## src/rtl/rv_instr_encoder.sv

```systemverilog
// RV32I instruction encoder: symbolic requests in, packed words plus target addresses out via a 2-entry FIFO.
// Optional immediate range checking is built when RV_ENC_RANGE_CHECK_EN is defined.
module rv_instr_encoder #(
  parameter int                ADDR_W     = 32,
  parameter logic [ADDR_W-1:0] RESET_ADDR = '0
) (
  input  logic              clk,
  input  logic              reset,
  input  logic              in_valid,
  output logic              in_ready,
  input  logic [2:0]        in_kind,
  input  logic [4:0]        in_rd,
  input  logic [4:0]        in_rs1,
  input  logic [4:0]        in_rs2,
  input  logic [2:0]        in_funct3,
  input  logic              in_funct7b5,
  input  logic [31:0]       in_imm,
  input  logic              addr_load,
  input  logic [ADDR_W-1:0] load_addr,
  output logic              out_valid,
  input  logic              out_ready,
  output logic [31:0]       out_instr,
  output logic [ADDR_W-1:0] out_addr,
  output logic              err
);

  typedef enum logic [2:0] {
    K_LW   = 3'd0,
    K_SW   = 3'd1,
    K_R    = 3'd2,
    K_BEQ  = 3'd3,
    K_IALU = 3'd4,
    K_JAL  = 3'd5,
    K_LUI  = 3'd6,
    K_NOP  = 3'd7
  } kind_e;

  typedef struct packed {
    logic [31:0]       instr;
    logic [ADDR_W-1:0] addr;
    logic              err;
  } entry_t;

  kind_e             kind;
  logic              is_shift;
  logic [31:0]       enc_word;
  logic              range_err;
  logic              push;
  logic              pop;
  logic [ADDR_W-1:0] entry_addr;
  logic [ADDR_W-1:0] addr_d;
  logic [ADDR_W-1:0] addr_q;
  logic [1:0]        count_q;
  logic              wr_ptr_q;
  logic              rd_ptr_q;
  entry_t            mem_q [2];
  entry_t            head;

  assign kind     = kind_e'(in_kind);
  assign is_shift = (in_funct3 == 3'b001) || (in_funct3 == 3'b101);

  // NOTE: every variable driven here gets a default first so no path leaves it unassigned and a latch is inferred.
  always_comb begin
    enc_word = 32'h0000_0000;
    case (kind)
      K_LW:   enc_word = {in_imm[11:0], in_rs1, 3'b010, in_rd, 7'b0000011};
      K_SW:   enc_word = {in_imm[11:5], in_rs2, in_rs1, 3'b010, in_imm[4:0], 7'b0100011};
      K_R:    enc_word = {1'b0, in_funct7b5, 5'b00000, in_rs2, in_rs1, in_funct3, in_rd, 7'b0110011};
      K_BEQ:  enc_word = {in_imm[12], in_imm[10:5], in_rs2, in_rs1, 3'b000,
                          in_imm[4:1], in_imm[11], 7'b1100011};
      K_IALU: begin
        if (is_shift)
          enc_word = {1'b0, in_funct7b5, 5'b00000, in_imm[4:0], in_rs1, in_funct3, in_rd, 7'b0010011};
        else
          enc_word = {in_imm[11:0], in_rs1, in_funct3, in_rd, 7'b0010011};
      end
      K_JAL:  enc_word = {in_imm[20], in_imm[10:1], in_imm[11], in_imm[19:12], in_rd, 7'b1101111};
      K_LUI:  enc_word = {in_imm[31:12], in_rd, 7'b0110111};
      default: enc_word = 32'h0000_0000;
    endcase
  end

`ifdef RV_ENC_RANGE_CHECK_EN
  // A signed value fits in N bits when all bits from N-1 upward agree.
  logic fits12;
  logic fits13;
  logic fits21;
  assign fits12 = (&in_imm[31:11]) || (~|in_imm[31:11]);
  assign fits13 = (&in_imm[31:12]) || (~|in_imm[31:12]);
  assign fits21 = (&in_imm[31:20]) || (~|in_imm[31:20]);

  always_comb begin
    range_err = 1'b0;
    case (kind)
      K_LW, K_SW: range_err = !fits12;
      K_IALU:     range_err = is_shift ? (|in_imm[31:5]) : !fits12;
      K_BEQ:      range_err = !fits13 || in_imm[0];
      K_JAL:      range_err = !fits21 || in_imm[0];
      K_LUI:      range_err = |in_imm[11:0];
      default:    range_err = 1'b0;
    endcase
  end
`else
  assign range_err = 1'b0;
`endif

  // Handshake flags depend only on stored occupancy, never on out_ready.
  assign in_ready  = (count_q != 2'd2);
  assign out_valid = (count_q != 2'd0);
  assign push      = in_valid && in_ready;
  assign pop       = out_valid && out_ready;

  assign entry_addr = addr_load ? load_addr : addr_q;
  assign addr_d     = push ? entry_addr + ADDR_W'(4) : entry_addr;

  // NOTE: sequential state uses non-blocking assignments so all registers update together from pre-edge values.
  always_ff @(posedge clk or posedge reset) begin
    if (reset) begin
      addr_q   <= RESET_ADDR;
      count_q  <= 2'd0;
      wr_ptr_q <= 1'b0;
      rd_ptr_q <= 1'b0;
      // NOTE: the two-entry storage is reset too; it is tiny and this keeps the head value defined after reset.
      for (int i = 0; i < 2; i++) mem_q[i] <= '0;
    end else begin
      addr_q <= addr_d;
      if (push) begin
        mem_q[wr_ptr_q] <= '{instr: enc_word, addr: entry_addr, err: range_err};
        wr_ptr_q        <= ~wr_ptr_q;
      end
      if (pop) rd_ptr_q <= ~rd_ptr_q;
      count_q <= count_q + {1'b0, push} - {1'b0, pop};
    end
  end

  // Outputs read zero while empty so stale entries never appear on the bus.
  assign head      = mem_q[rd_ptr_q];
  assign out_instr = out_valid ? head.instr : 32'h0000_0000;
  assign out_addr  = out_valid ? head.addr  : '0;
  assign err       = out_valid && head.err;

endmodule

```

## config.mk

```make
export PLATFORM = sky130hd
export DESIGN_NAME = rv_instr_encoder
export DESIGN_NICKNAME = d
export VERILOG_FILES = /design/src/rtl/rv_instr_encoder.sv
export SDC_FILE = /design/constraint.sdc
export NUM_CORES = 1
export LEC_CHECK = 0
export CAP_MARGIN = 20
export CORE_MARGIN = 10
export CORE_UTILIZATION = 47
export CTS_CLUSTER_DIAMETER = 50
export DETAILED_ROUTE_END_ITERATION = 6
export PLACE_DENSITY = 0.76
export SYNTH_ARGS = -nofsm -noshare
export SYNTH_HDL_FRONTEND = slang
export SYNTH_SLANG_ARGS = --single-unit
```

## constraint.sdc

```tcl
create_clock -name clk -period 4.7 [get_ports clk]
set_input_delay 0.705 -clock clk [delete_from_list [all_inputs] [get_ports clk]]
set_output_delay 0.705 -clock clk [all_outputs]
set_load 0.1 [all_outputs]
```

==> After elaboration in Yosys (flattened, before gate mapping) <==
Index checks and enable logic that the tools add are counted.
{ "op_classes": {"n_addsub": 3, "n_lt_le_gt_ge": 3, "n_eq_ne": 9, "muxes": 12, "bitwise_logic": 4, "n_reduce_logical": 7} }
{ "op_table": {"columns": ["op", "n"], "rows": [
  ["65-bit 2-to-1 mux", 4],
  ["32-bit one-hot mux with 7 select lines", 1],
  ["32-bit 2-to-1 mux", 5],
  ["130-bit bitwise mux", 1],
  ["65-bit demux with 1-bit select", 1],
  ["32-bit by 3-bit adder with 32-bit output, second input constant", 1],
  ["3-bit equality test, second input constant", 4],
  ["3-bit by 1-bit equality test with 1-bit output, second input constant", 2],
  ["3-bit by 2-bit equality test with 1-bit output, second input constant", 2],
  ["2-bit >= comparator, second input constant", 2],
  ["1-bit logical AND", 4],
  ["1-bit NOT with 2-bit output", 2],
  ["3-bit logical NOT", 1],
  ["2-bit by 1-bit adder with 2-bit output", 1],
  ["2-bit by 1-bit < comparator with 1-bit output, second input constant", 1],
  ["2-bit inequality test, second input constant", 1],
  ["1-bit NOT", 2],
  ["2-bit nonzero test", 1],
  ["2-bit by 1-bit subtractor with 2-bit output", 1],
  ["1-bit logical OR", 1]
]} }
{ "word_totals": {"ff_bits": 166, "inputBits": 91, "output_inout_bits": 67, "wordCells": 48} }

==> Longest topological paths before layout <==
Gate-level depths: netlist of the first run.
{ "depth": {"ltp_word": 6, "ltp_mapped": 13, "ltp_nobuf": 8} }

==> Least setup slack after synthesis of the first run <==
Ideal clock, no wire load.
{ "synth_path": {"path_type": "flip-flop to output port", "startpoint": "register rd_ptr_q", "endpoint": "output out_instr[1]", "arrival_ns": 2.523, "t_required_ns": 3.995, "path_slack_ns": 1.472, "path_stages_with_launch": 5, "n_path_buf": 2, "cell_sequence": "dfrtp_1 clkbuf_1 mux2i_1 nor2_1 buf_4"} }
{ "synth_via": {"elab_chain_len": 5} }
{ "synth_rtl": {"columns": ["element", "line_no", "text"], "rows": [
  ["start: declaration", "55", "logic rd_ptr_q;"],
  ["start signal: assignment", "131", "if (pop) rd_ptr_q <= ~rd_ptr_q;"],
  ["1-bit NOT with 2-bit output (not written as such)", "137", "assign head = mem_q[rd_ptr_q];"],
  ["65-bit 2-to-1 mux (not written as such) (3 in a row)", "137", null],
  ["32-bit 2-to-1 mux", "138", "assign out_instr = out_valid ? head.instr : 32'h0000_0000;"],
  ["end: declaration", "22", "output logic [31:0] out_instr,"]
]} }
Every way passes these cells. The select of a mux whose other input is x is not followed.

==> Worst setup path after layout of the first run <==
{ "layout_path": {"startpoint": "register rd_ptr_q", "endpoint": "output out_instr[17]"} }
Same word-level chain as after synthesis.

==> results of run 1 <==
worst max-delay path by stage:
stage | startpoint | to | slack (ps) | cells past startpoint
final | rd_ptr_q$_DFFE_PP0P_ | out_instr[17] | 950 | 4
after floorplan | rd_ptr_q$_DFFE_PP0P_ | out_instr[1] | 1470 | 4
after CTS | count_q[1]$_DFF_PP0_ | out_instr[17] | 890 | 4
after global routing | count_q[1]$_DFF_PP0_ | out_instr[1] | 790 | 4
after detailed placement | count_q[1]$_DFF_PP0_ | out_instr[17] | 1350 | 4
after global placement | rd_ptr_q$_DFFE_PP0P_ | out_instr[0] | 1400 | 4
per-layer routing:
layer | vias to the layer above | GRT usage [%] | wire length (um)
met5 | - | 0 | 0
met4 | 0 | 5.23 | 301
met3 | 21 | 4.12 | 911
met2 | 151 | 29.7 | 10600
met1 | 3206 | 24.7 | 10200
li1 | 3216 | - | -
layout make-up:
type / count / area [um2] / area share, %
Clock buffer: 18 / 429 / 4.09
Clock inverter: 14 / 133 / 1.27
Inverter: 15 / 60.1 / 0.573
Multi-Input combinational cell: 626 / 3870 / 36.9
Sequential cell: 162 / 4060 / 38.7
Tap cell: 225 / 282 / 2.69
Timing Repair Buffer: 165 / 1650 / 15.7
through the flow:
step	hold slack [ps]	instance area, um2	instances	util (%)	setup slack (ps)
after floorplan	445	8230	859	-	1470
after detailed placement	469	9920	1193	57.6	1350
after CTS	484	10500	1225	60.8	891
after global routing	498	10500	1225	60.8	790
final	478	10500	1225	60.8	950
after global placement	460	9920	1193	57.6	1400
state kept, by name, indices dropped and copies added (netlist names):
name	count
mem_q	126
addr_q	32
count_q	2
wr_ptr_q	1
rd_ptr_q	1
cell families after synthesis:
group	after synthesis
simple gates	298
compound gates	186
flops	162
mux	104
buf+inv	71
xor+xnor	34
fa+ha+maj	3
other cells	1
cells in the final DEF (no fill, tap or decap), types with 6 or more instances in the layout:
cell / count
mux2i_1: 98
dfrtp_1: 161
a221oi_1: 6
clkinvlp_4: 7
a21oi_1: 15
inv_1: 13
buf_4: 7
xnor2_1: 17
xor2_1: 17
nor2_1: 79
nor2b_1: 11
nand4_1: 10
a22oi_1: 13
o21ai_0: 132
clkdlybuf4s50_1: 155
clkbuf_16: 17
nand3_1: 9
nand2_1: 144
tightest hold or removal path: cells and delay by family (launching register included):
kind	cells	cell delay [ps]
compound gates	1	60
flops	1	340
simple gates	1	50
==> impl_metrics.ini, run 1 <==
[status]
status = finished, final reports clean

[cells_and_area]
layout-drive-gt1-share_pct = 7.00
fill_cells = 1460
nets = 1081
diodes = 0
syn_to_final_growth_pct = 27.4

[flow_run]
max_cap_violations = 0

[sta]
worst_clock_skew_ps = 8.58
rsz0062_at_grt = no
hold_viol = 0
finalCriticalPeriod_ps = 3750
setup_viol = 0
timing.setup.tns_ps = 0
tightest_slew_ps = 1050
finalCritPeriodShare_pct = 79.8
relSlewSlack_pct = 30.0
fmax_mhz = 267
slew_viol_final = 0

[synth]
ys_warn_count = 0
ys_types = 57
synth_area_leaders = dfrtp_1 (49%), mux2i_1 (12%), o21ai_0 (8.0%)
synth-seq-cells = 162
syn_area_per_cell_um2 = 9.58
synthCells = 859
synthFlopType = dfrtp_1
synth_fp_nets = 953
synth_edf_count = 0
yosysMostFrequentCell = dfrtp_1
yosys.area_share.simple_pct = 16.8
synth_xor_area_share_pct = 3.62
synth_top_family_by_area = simple AND/OR/NAND/NOR gates
synth_compound_area_share_pct = 13.1
synth-adder-area-share_pct = 0.456
async_reset_ff_share_pct = 100
ys_top_cells_by_count = dfrtp_1 (162), nand2_1 (145), o21ai_0 (132)
synth_mux_area_share_pct = 12.8
ys_seq_area_share_pct = 49.3
yosysTopAreaCellShare_pct = 49.3
synth_area_leader_cell = dfrtp_1
synth_area_um2 = 8230

[critical_path]
r2r_slack_ps = 1870
crit_chain = buf_12 > mux2i_1 > nor2_1 > clkdlybuf4s50_1
arrival_ps = 3050
regToRegStartpoint = count_q[1]$_DFF_PP0_
critPathRequiredTime_ps = 3990
critPathMaxFanout = 35
max_stage_delay_ps = 1190
cp-end-kind = output pin
r2r_cells = 7
critPathTopFamily = buffers and inverters
cp_slowest_cell = clkdlybuf4s50_1
worst-path-buf-inv = 2
critPathLaunchType = flop
timing.rr.end = mem_q[53]$_DFFE_PP0P_
worstSetupPathType = flop to output pin

[cts]
path_clk_slew_ps = 60
clk_latency_ps = 430
cts_tree = yes
hold_buffers = 0
cts_buffers = 17
cts_buffer_depth = 2
cts_setup_buffers = 0
cts_max_level = 4
cts_resized = 0
cts.sinks = 162
cts_root_buf = clkbuf_16

[place]
place.gp.congestion = 0.827
io_buffers = 156
hpwl_um = 15400

[route]
drc_errors = 0
wirelength_um = 22000
avgViaCountPerCell = 5.38
first_pass_iters = 5
postRouteAntennaNets = 0
drt_iter0_drc = 394
vias = 6594
avgRoutedWirePerCell_um = 18.0

[die]
num_rows = 48
core_region_area_um2 = 17200
die-area_um2 = 23200
fp.dieW_um = 152
start_util_pct = 47.7
die_h_um = 152
pin_count = 158

[grt]
grt_overflow = 0
grt_pass1_wl_um = 35500
grt_usage_pct = 18.6
grt_max_degree = 104
grt_pass1_vias = 6519
grt_antenna_before_repair = 0

[worst_hold_path]
hp-class = flop to flop
worstHoldStart = mem_q[16]$_DFFE_PP0P_
hold_depth = 2
hold_path_end = mem_q[16]$_DFFE_PP0P_
Power of run 1 is left out: the tool's default activity adds up to more than one toggle a clock period on the data nets, which glitch-free logic cannot reach.
==> inputs of run 2 (changes only) <==
clock period = 3.4 ns   (was 4.7 ns; I/O delays follow)
==> impl_metrics.ini, run 2 (same netlist as run 1, synthesis figures left out) <==
[sta]
finalCritPeriodShare_pct = 77.0
slew_viol_final = 0
tightest_slew_ps = 755
finalCriticalPeriod_ps = 2620
hold_viol = 0
timing.setup.tns_ps = 0
rsz0062_at_grt = no
whs_ps = 477
relSlewSlack_pct = 49.1
fmax_mhz = 382
setup_viol = 0
worst_clock_skew_ps = 8.55

[place]
hpwl_um = 15700
dp_cells = 1205
io_buffers = 156
place.gp.congestion = 0.851

[cts]
cts_buffer_depth = 2
cts_setup_buffers = 0
cts_root_buf = clkbuf_16
hold_buffers = 0
cts_tree = yes
path_clk_slew_ps = 60
cts_max_level = 4
clk_latency_ps = 420
cts_buffers = 17
cts_resized = 0
cts.sinks = 162

[critical_path]
critPathRequiredTime_ps = 2890
max_stage_delay_ps = 730
cp-end-kind = output pin
crit_chain = buf_12 > mux2i_1 > nor2_1 > buf_4
worst-path-buf-inv = 2
critPathLaunchType = flop
critPathMaxFanout = 30
arrival_ps = 2110
worstSetupPathType = flop to output pin
critPathTopFamily = flip-flops
cp_slowest_cell = dfrtp_4

[die]
start_util_pct = 47.7
fp.dieW_um = 152
num_rows = 48
die_h_um = 152
pin_count = 158
die-area_um2 = 23200
core_region_area_um2 = 17200

[route]
avgRoutedWirePerCell_um = 17.6
first_pass_iters = 5
vias = 6716
postRouteAntennaNets = 0
drt_iter0_drc = 489
drc_errors = 0
wirelength_um = 21700
avgViaCountPerCell = 5.43

[cells_and_area]
top_regs = mem_q (126), addr_q (32), count_q (2)
largest-register = mem_q
syn_to_final_growth_pct = 27.7
largest_reg_flops = 126
final_common_cell = dfrtp_1
layout_common_cells = dfrtp_1 (161), nand2_1 (144), o21ai_0 (132)
nets = 1093
fin_cells = 1237
layout-drive-gt1-share_pct = 14.6

[status]
status = finished, final reports clean

[grt]
grt_usage_pct = 18.5
grt_max_degree = 76
grt_overflow = 0
grt_pass1_vias = 6611
grt_antenna_before_repair = 1
grt_pass1_wl_um = 35500

[flow_run]
max_cap_violations = 0

[worst_hold_path]
hp-class = flop to flop
-- run 2: metal layers --
layer | track usage (%) | wire length, um
met2 | 28.8 | 10300
met4 | 5.96 | 379
met1 | 25.3 | 10200
met3 | 3.73 | 912
met5 | 0 | 0
-- run 2: final cells by class --
cell class / instances / area [um2]
antenna: 1 / 2.50
clock buffer: 21 / 480
clock inverter: 10 / 125
fill: 1433 / 6730
inverter: 15 / 60.1
multi-input combinational: 626 / 3870
sequential: 162 / 4060
tap: 225 / 282
timing repair buffer: 177 / 1620
-- run 2: path summary, 6_finish.rpt --
path | start | endpoint | slack [ps] | cells past startpoint
worst min-delay path | mem_q[2]$_DFFE_PP0P_ | mem_q[2]$_DFFE_PP0P_ | 480 | 2
worst min register to register | mem_q[2]$_DFFE_PP0P_ | mem_q[2]$_DFFE_PP0P_ | 480 | 2
min in group asynchronous | reset | mem_q[117]$_DFFE_PP0P_ | 520 | 2
worst max-delay path | rd_ptr_q$_DFFE_PP0P_ | out_instr[0] | 780 | 4
max in group asynchronous | reset | mem_q[38]$_DFFE_PP0P_ | 2000 | 3
worst max register to register | count_q[1]$_DFF_PP0_ | mem_q[48]$_DFFE_PP0P_ | 980 | 7
-- run 2: worst register-to-register path, stage by stage (launching register included) --
cell and delay [ps]:
dfrtp_1 410, nor2b_1 440, inv_1 130, nand2_1 210
inv_1 150, nand2_4 450, buf_4 340, o21ai_0 140
-- run 2: per-stage QoR --
step	area, um2	setup slack [ps]	utilization [%]
global route	10500	695	60.9
finish	10500	783	60.9
global placement	9900	757	57.4
detailed placement	9900	659	57.4
floorplan	8230	367	-
CTS	10500	749	60.9
Power of run 2 is left out for the same reason.
==> inputs of run 3 (changes only) <==
clock period = 2.23 ns   (was 3.4 ns; I/O delays follow)
==> impl_metrics.ini, run 3 (same netlist as run 1, synthesis figures left out) <==
[die]
fp.dieW_um = 152
die_h_um = 152
num_rows = 48
die-area_um2 = 23200
start_util_pct = 47.7
core_region_area_um2 = 17200
pin_count = 158

[sta]
rsz0062_at_grt = no
setup_slack_ps = 35.5
setup_viol = 0
finalCriticalPeriod_ps = 2190
relSlewSlack_pct = 59.1
worst_clock_skew_ps = 10.5
tightest_slew_ps = 607
finalCritPeriodShare_pct = 98.4
slew_viol_final = 0
fmax_mhz = 456
hold_viol = 0
timing.setup.tns_ps = 0

[grt]
grt_antenna_before_repair = 0
grt_overflow = 0
grt_pass1_vias = 7116
grt_usage_pct = 19.5
grt_pass1_wl_um = 37700
grt_max_degree = 59

[place]
dp_cells = 1255
io_buffers = 156
place.gp.congestion = 0.859
hpwl_um = 16700
post-place-ws_ps = -147

[critical_path]
critPathMaxFanout = 19
cp-end-kind = output pin
critPathRequiredTime_ps = 1900
critPathTopFamily = flip-flops
r2r_slack_ps = 170
worst-path-buf-inv = 2
max_stage_delay_ps = 540
worstSetupPathType = flop to output pin
cp_slowest_cell = dfrtp_4
r2r_cells = 8
crit_chain = buf_12 > mux2i_1 > nor2_4 > buf_12
timing.rr.end = count_q[1]$_DFF_PP0_
critical_path.most_common_cell = buf_12
arrival_ps = 1860
cp.depth = 4
regToRegStartpoint = count_q[1]$_DFF_PP0_
critPathLaunchType = flop

[cts]
cts_tree = yes
cts_buffers = 17
path_clk_slew_ps = 60
cts.sinks = 162
hold_buffers = 0
clk_latency_ps = 430
cts_root_buf = clkbuf_16
cts_buffer_depth = 2
cts_max_level = 4

[cells_and_area]
layout-drive-gt1-share_pct = 25.9
largest_reg_flops = 126
layout_common_cells = dfrtp_1 (161), nand2_1 (143), o21ai_0 (132)
largest-register = mem_q
final_common_cell = dfrtp_1
fin_cells = 1292
diodes = 0
syn_to_final_growth_pct = 48.6
nets = 1148
fill_cells = 1252
top_regs = mem_q (126), addr_q (32), count_q (2)
seqCellArea_um2 = 4060
multiInputGateArea_um2 = 4330

[route]
drt_iter0_drc = 298
top_layer_used = met4
vias = 6954
wirelength_um = 22700
avgRoutedWirePerCell_um = 17.6
dr_wl_met3_um = 835
postRouteAntennaNets = 0
avgViaCountPerCell = 5.38
first_pass_iters = 5
dr_wl_met2_um = 11200
drt-met1-wl_um = 10200
drc_errors = 0

[worst_hold_path]
hp-class = primary input to async pin

[flow_run]
max_cap_violations = 0

[status]
status = finished, final reports clean
-- run 3: cell types whose count changed in the layout (fill, tap and decap cells not counted), moves of 12 or more --
cell and change:
buf_4 -15, nor2_1 -63, nor2_2 +12, buf_12 +67
nor2_4 +51
-- run 3: per-layer routing --
metal	vias to the layer above	GRT usage, %
met4	0	6.14
met2	126	32.0
li1	3367	-
met5	-	0
met3	27	3.64
met1	3434	25.4
-- run 3: worst max-delay path by stage --
stage	from	to
6_report	rd_ptr_q$_DFFE_PP0P_	out_addr[6]
5_1_grt	rd_ptr_q$_DFFE_PP0P_	out_addr[7]
4_1_cts	count_q[1]$_DFF_PP0_	out_addr[31]
3_5_place_dp	load_addr[9]	addr_q[27]$_DFF_PP0_
3_3_place_gp	load_addr[8]	addr_q[26]$_DFF_PP0_
2_1_floorplan	rd_ptr_q$_DFFE_PP0P_	out_instr[10]
-- run 3: what timing repair did --
| item | in CTS | in global routing |
|---|---|---|
| setup buffers | 4 | 0 |
| setup endpoints to repair | 57 | 9 |
| resized for setup | 2 | 1 |
| gates cloned | 1 | 0 |
-- run 3: layout make-up --
cell class / count / area share (%)
sequential: 162 / 33.2
clock buffer: 19 / 3.62
tap: 225 / 2.30
inverter: 15 / 0.553
clock inverter: 13 / 1.03
timing repair buffer: 232 / 23.9
multi-input combinational: 626 / 35.4
-- run 3: metrics by stage --
step	area [um2]	hold WS (ps)	util [%]
2_1_floorplan	8730	445	-
4_1_cts	12200	238	70.9
5_1_grt	12200	234	70.9
3_3_place_gp	11600	460	67.2
6_report	12200	230	70.9
3_5_place_dp	11600	469	67.2
Power of run 3 is left out for the same reason.
